--- src/rtl/apb_pkg.sv ---
// Shared APB definitions: FSM state encoding, response codes and bus widths.
`ifndef PADDR_WIDTH
`define PADDR_WIDTH 16
`endif
`ifndef APB_DATA_WIDTH
`define APB_DATA_WIDTH 32
`endif

package apb_pkg;

  localparam int APB_AW = `PADDR_WIDTH;
  localparam int APB_DW = `APB_DATA_WIDTH;

  // Slave-mux FSM states (2-bit encoding)
  localparam logic [1:0] ST_IDLE   = 2'd0;
  localparam logic [1:0] ST_SETUP  = 2'd1;
  localparam logic [1:0] ST_ACCESS = 2'd2;
  localparam logic [1:0] ST_DONE   = 2'd3;

  // APB pslverr encoding
  localparam logic APB_RESP_OKAY  = 1'b0;
  localparam logic APB_RESP_ERROR = 1'b1;

endpackage

--- src/rtl/apb_wdog_cnt.sv ---
// Saturating 8-bit access-phase wait counter with a TIMEOUT compare.
module apb_wdog_cnt #(
  parameter int TIMEOUT = 16
) (
  input  logic i_clk,
  input  logic i_rst_n,
  input  logic i_clr,
  input  logic i_inc,
  output logic o_expired
);

  logic [7:0] r_cnt;

  // Count wait cycles; clear wins over increment, saturate at 255
  always_ff @(posedge i_clk or negedge i_rst_n) begin
    if (!i_rst_n) begin
      r_cnt <= 8'd0;
    end else if (i_clr) begin
      r_cnt <= 8'd0;
    end else if (i_inc && (r_cnt != 8'hFF)) begin
      r_cnt <= r_cnt + 8'd1;
    end
  end

  assign o_expired = (r_cnt >= 8'(TIMEOUT));

endmodule

--- src/rtl/apb_slave_mux.sv ---
// APB fan-out: address decode to one-hot slave selects, response mux back
// to the bridge, error response for unmapped windows and a wait watchdog.
module apb_slave_mux
  import apb_pkg::*;
#(
  parameter int NUM_SLV = 4,
  parameter int AW      = APB_AW,
  parameter int DW      = APB_DW,
  parameter int IDX_LSB = 12,
  parameter int IDX_W   = 3,
  parameter int TIMEOUT = 16
) (
  input  logic                  hclk,
  input  logic                  hreset_n,
  input  logic                  psel_en,
  input  logic                  penable,
  input  logic [AW-1:0]         paddr,
  output logic [NUM_SLV-1:0]    psel_s,
  input  logic [NUM_SLV*DW-1:0] prdata_s,
  input  logic [NUM_SLV-1:0]    pready_s,
  input  logic [NUM_SLV-1:0]    pslverr_s,
  output logic [DW-1:0]         prdata_x,
  output logic                  pready_x,
  output logic                  pslverr_x,
  output logic                  to_flag,
  input  logic                  to_clr
);

  logic [1:0]       r_state;
  logic [1:0]       w_state_nxt;
  logic [IDX_W-1:0] r_idx;
  logic             r_mapped;
  logic             r_to_flag;

  logic [IDX_W-1:0] w_idx;
  logic             w_mapped;
  logic             w_latch;
  logic             w_inc;
  logic             w_force;
  logic             w_expired;
  logic             w_resp;
  logic             w_err;
  logic [DW-1:0]    w_data;
  logic             w_slv_rdy;
  logic             w_slv_err;
  logic [DW-1:0]    w_slv_data;
  logic             w_unused_addr;

  // Only the index field of paddr takes part in decode
  assign w_unused_addr = ^paddr;
  assign w_idx    = paddr[IDX_LSB +: IDX_W];
  assign w_mapped = (int'(w_idx) < NUM_SLV);

  // Live decode so a select drops in the same cycle as psel_en; forced low in reset
  for (genvar gi = 0; gi < NUM_SLV; gi++) begin : g_sel
    assign psel_s[gi] = hreset_n & psel_en & w_mapped & (int'(w_idx) == gi);
  end

  // Select the response of the slave latched at setup, never the live address
  always_comb begin
    w_slv_rdy  = 1'b0;
    w_slv_err  = 1'b0;
    w_slv_data = '0;
    for (int i = 0; i < NUM_SLV; i++) begin
      if (int'(r_idx) == i) begin
        w_slv_rdy  = pready_s[i];
        w_slv_err  = pslverr_s[i];
        w_slv_data = prdata_s[i*DW +: DW];
      end
    end
  end

  // Next state and response. The setup cycle is only recognised once it has
  // been seen, so ST_SETUP is the registered state during the first access
  // cycle; the response logic therefore runs in both ST_SETUP and ST_ACCESS.
  always_comb begin
    w_state_nxt = r_state;
    w_latch     = 1'b0;
    w_inc       = 1'b0;
    w_force     = 1'b0;
    w_resp      = 1'b0;
    w_err       = APB_RESP_OKAY;
    w_data      = '0;
    case (r_state)
      ST_IDLE, ST_DONE: begin
        if (psel_en && !penable) begin
          w_state_nxt = ST_SETUP;
          w_latch     = 1'b1;
        end else if (!psel_en) begin
          w_state_nxt = ST_IDLE;
        end
      end
      ST_SETUP, ST_ACCESS: begin
        if (!psel_en) begin
          w_state_nxt = ST_IDLE;
        end else if (!penable) begin
          if (r_state == ST_SETUP) begin
            w_latch = 1'b1;
          end
        end else if (!r_mapped) begin
          w_resp      = 1'b1;
          w_err       = APB_RESP_ERROR;
          w_state_nxt = ST_DONE;
        end else if (w_slv_rdy) begin
          w_resp      = 1'b1;
          w_err       = w_slv_err;
          w_data      = w_slv_data;
          w_state_nxt = ST_DONE;
        end else if (w_expired) begin
          w_resp      = 1'b1;
          w_err       = APB_RESP_ERROR;
          w_force     = 1'b1;
          w_state_nxt = ST_DONE;
        end else begin
          w_inc       = 1'b1;
          w_state_nxt = ST_ACCESS;
        end
      end
      default: w_state_nxt = ST_IDLE;
    endcase
  end

  assign pready_x  = w_resp;
  assign pslverr_x = w_resp & w_err;
  assign prdata_x  = w_data;
  assign to_flag   = r_to_flag;

  // FSM state and the slave index / mapped bit captured at setup
  always_ff @(posedge hclk or negedge hreset_n) begin
    if (!hreset_n) begin
      r_state  <= ST_IDLE;
      r_idx    <= '0;
      r_mapped <= 1'b0;
    end else begin
      r_state <= w_state_nxt;
      if (w_latch) begin
        r_idx    <= w_idx;
        r_mapped <= w_mapped;
      end
    end
  end

  // Sticky watchdog flag; a timeout in the same cycle beats to_clr
  always_ff @(posedge hclk or negedge hreset_n) begin
    if (!hreset_n) begin
      r_to_flag <= 1'b0;
    end else if (w_force) begin
      r_to_flag <= 1'b1;
    end else if (to_clr) begin
      r_to_flag <= 1'b0;
    end
  end

  apb_wdog_cnt #(
    .TIMEOUT (TIMEOUT)
  ) u_wdog (
    .i_clk     (hclk),
    .i_rst_n   (hreset_n),
    .i_clr     (w_latch),
    .i_inc     (w_inc),
    .o_expired (w_expired)
  );

endmodule

--- config.mk ---
export PLATFORM = sky130hd
export DESIGN_NAME = apb_slave_mux
export DESIGN_NICKNAME = d
export VERILOG_FILES = /design/src/rtl/apb_pkg.sv /design/src/rtl/apb_wdog_cnt.sv /design/src/rtl/apb_slave_mux.sv
export SDC_FILE = /design/constraint.sdc
export NUM_CORES = 1
export LEC_CHECK = 0
export CAP_MARGIN = 20
export CORE_MARGIN = 8
export CORE_UTILIZATION = 30
export CTS_BUF_LIST = sky130_fd_sc_hd__clkbuf_4
export DETAILED_ROUTE_END_ITERATION = 16
export PLACE_DENSITY = 0.94
export SLEW_MARGIN = 25
export SYNTH_ARGS = -nofsm -noshare
export SYNTH_HDL_FRONTEND = slang
export SYNTH_SLANG_ARGS = --single-unit
--- constraint.sdc ---
create_clock -name hclk -period 2.6 [get_ports hclk]
set_input_delay 0.52 -clock hclk [delete_from_list [all_inputs] [get_ports hclk]]
set_output_delay 0.52 -clock hclk [all_outputs]
set_load 0.02 [all_outputs]
==> results.toml <==
[sta]
finalHoldViolations = 0
worstMarginPinSlew_ns = 0.615
fin_skew_ns = 0.00481
slew_viol_final = 0
fmax_ghz = 0.401
max_slew_margin_pct = 58.9
period_share_pct = 95.8
setup_viol = 0
rsz0062_at_grt = "false"
fin_crit_ns = 2.49

[power]
finalPower_mw = 2.19
powerDensity_nw_per_um2 = 580
power.leakage_nw = 1.71
ir_drop_mv = 0.372

[synth]
synth_enable_flop_cells = 0
ys_warn_count = 0
synth_top_family_by_area = "multiplexers"
ys_seq_area_share_pct = 19.8
synth_simple_gate_area_share_pct = 24.6
muxShareOfSynthArea_pct = 40.1
syn_nets = 333
yosysMostFrequentCell = "and3_1"
synth_top_cell_by_area = "mux4_2"
yosysUniqueCellTypes = 38
netlist_instances = 173
synth-compound-area-share_pct = 6.92
ys_top_cells_by_count = "and3_1 (33), mux4_2 (32), nand2_1 (16)"
yosys-top-cells-area = "mux4_2 (38%), dfrtp_1 (20%), and3_1 (11%)"
synth_fa_ha_area_share_pct = 1.98
syn_area_um2 = 1900
ys.flop_type = "dfrtp_1"
syn_area_per_cell_um2 = 11.0
netlist.area_leader.share_pct = 38.0
synth_xor_area_share_pct = 0
ys_ff_latch = 15
async_flop_share_pct = 100

[grt]
grtUsageTotal_pct = 18.2
grt_max_degree = 33
antenna_found_initial = 0
grt_pass1_vias = 2407
globalRoute.totalOverflow = 0
grt_first_pass_wirelength_um = 12700

[clock_tree]
cts_max_level = 1
numCtsBuffers = 3
cts_num_sinks = 15
cts_tree = "yes"
cts_hold_buffers = 0
insertion_delay_ns = 0.30
clkTransAtPathRegs_ns = 0.09
clockBufferDepth = 2
cts_root_buffer = "clkbuf_4"

[cells_and_area]
multi_input_area_um2 = 1400
fill_cells = 531
nets = 523
seqCellArea_um2 = 377
fin_cells = 439
fin_area_um2 = 3780
antenna_cells = 0
syn_to_final_growth_pct = 98.9
drive_gt1_share_pct = 27.1

[route]
dr_wl_met3_um = 796
routedLengthMet1_um = 3280
initialDrtViolationCount = 71
route.detailed.drc = 0
firstDrtPassIters = 4
num_vias = 2321
drt-total-wl_um = 9250
drtAntennaViolNets = 0
wl_met2_um = 5000
wire_per_inst_um = 21.1
top_layer = "met4"
vias_per_cell = 5.29

[setup_path]
crit_chain = "clkdlybuf4s50_1 > buf_4 > and3b_1 > nor3b_1 > dlygate4sd2_1"
crit_fanout = 6
reg2reg_to = "u_wdog.r_cnt[3]$_DFFE_PN0P_"
worstPathArrival_ns = 1.97
critPathLaunchType = "primary input"
cp.required_ns = 2.08
crit_buf_inv = 3
end_kind = "output port"
crit_end = "psel_s[0]"
slowest_stage = "clkdlybuf4s50_1"
reg2reg_slack_ns = 0.65
timing.rr.start = "r_idx[1]$_DFFE_PN0P_"
critPathMaxStageDelay_ns = 0.53
ff2ff_path_depth = 6
cp-startpoint = "psel_en"
crit_family = "buffers and inverters"
worst-setup-path-type = "in -> out"
worst-path-stages = 5

[floorplan]
io_pins = 196
placementRows = 29
die_x_um = 95.5
coreArea_um2 = 6240
start_util_pct = 30.4
die-area_um2 = 9130
die_y_um = 95.5

[run_status]
status = "completed"

[placed_design]
place_area_um2 = 3900
port_buffers = 182
place_inst = 432
place_hpwl_um = 7970
place_congestion = 0.828

[hold_path]
holdCritPathClass = "in -> async"

[flow_run]
maxCapViolCount = 0
-- per-stage QoR --
step | hold slack, ns | utilization (%) | TNS (ns) | worst slack, ns
5_1_grt | 0.574 | 60.5 | 0 | 0.0102
2_1_floorplan | 0.224 | - | 0 | 0.411
6_report | 0.544 | 60.5 | 0 | 0.108
4_1_cts | 0.552 | 63.5 | -0.0158 | -0.0158
3_5_place_dp | 0.537 | 62.5 | -10.87 | -0.362
3_3_place_gp | 0.519 | 62.5 | -10.03 | -0.339
-- layout by cell type (no fill, tap or decap), types with 4 or more instances in the layout --
cell type	n
buf_4	15
buf_12	4
dfrtp_1	14
dlygate4sd2_1	4
nand2_1	16
buf_2	27
nor2_1	5
clkdlybuf4s50_1	144
mux2i_1	4
inv_1	10
clkbuf_2	7
mux4_2	32
and3_1	33
-- final cells by class --
cell class / count / share of cell area [%]
Multi-Input combinational cell: 132 / 37.0
Clock inverter: 1 / 0.133
Timing Repair Buffer: 201 / 48.7
Inverter: 10 / 0.994
Sequential cell: 15 / 9.97
Tap cell: 77 / 2.55
Clock buffer: 3 / 0.596
-- logic make-up after synthesis --
group,after synthesis
flip-flops,15
multiplexers,36
buffers and inverters,26
AND/OR/NAND/NOR,75
adder cells (fa/ha/maj),3
AO/OA/AOI/OAI,18
-- state kept, by name, indices dropped and copies added (netlist names) --
signal and flops:
r_mapped 1, r_state 2, u_wdog.r_cnt 8, r_idx 3
to_flag 1
-- per-layer routing --
| metal | global-route usage, % | vias up |
|---|---|---|
| met4 | 5.12 | 0 |
| met2 | 34.9 | 113 |
| met3 | 5.20 | 13 |
| met5 | 0 | - |
| li1 | - | 1061 |
| met1 | 18.5 | 1134 |
-- worst min path at each step --
| stage | endpoint | slack [ns] |
|---|---|---|
| after global routing | u_wdog.r_cnt[6]$_DFFE_PN0P_ | 0.57 |
| final | u_wdog.r_cnt[6]$_DFFE_PN0P_ | 0.54 |
| after detailed placement | u_wdog.r_cnt[6]$_DFFE_PN0P_ | 0.54 |
| after floorplan | r_idx[0]$_DFFE_PN0P_ | 0.22 |
| after global placement | u_wdog.r_cnt[0]$_DFFE_PN0P_ | 0.52 |
| after CTS | u_wdog.r_cnt[6]$_DFFE_PN0P_ | 0.55 |
-- power by group --
| part | internal, mW | switching (mW) |
|---|---|---|
| sequential | 0.287 | 0.0705 |
| clock | 0.0574 | 0.0813 |
| combinational | 1.00 | 0.694 |
-- timing repair --
item | 4_1_cts | 5_1_grt
pin swaps | 1 | 1
buffers inserted | 2 | 1
setup endpoints to repair | 38 | 34
resized for setup | 93 | 42
-- worst register-to-register path, delay by kind of cell (launching register included) --
kind	cells	cell delay, ns
flip-flops	1	0.52
multiplexers	1	0.28
AND/OR/NAND/NOR	1	0.50
buffers and inverters	2	0.30
AO/OA/AOI/OAI	2	0.28
Power figures use the tool's default switching activity.
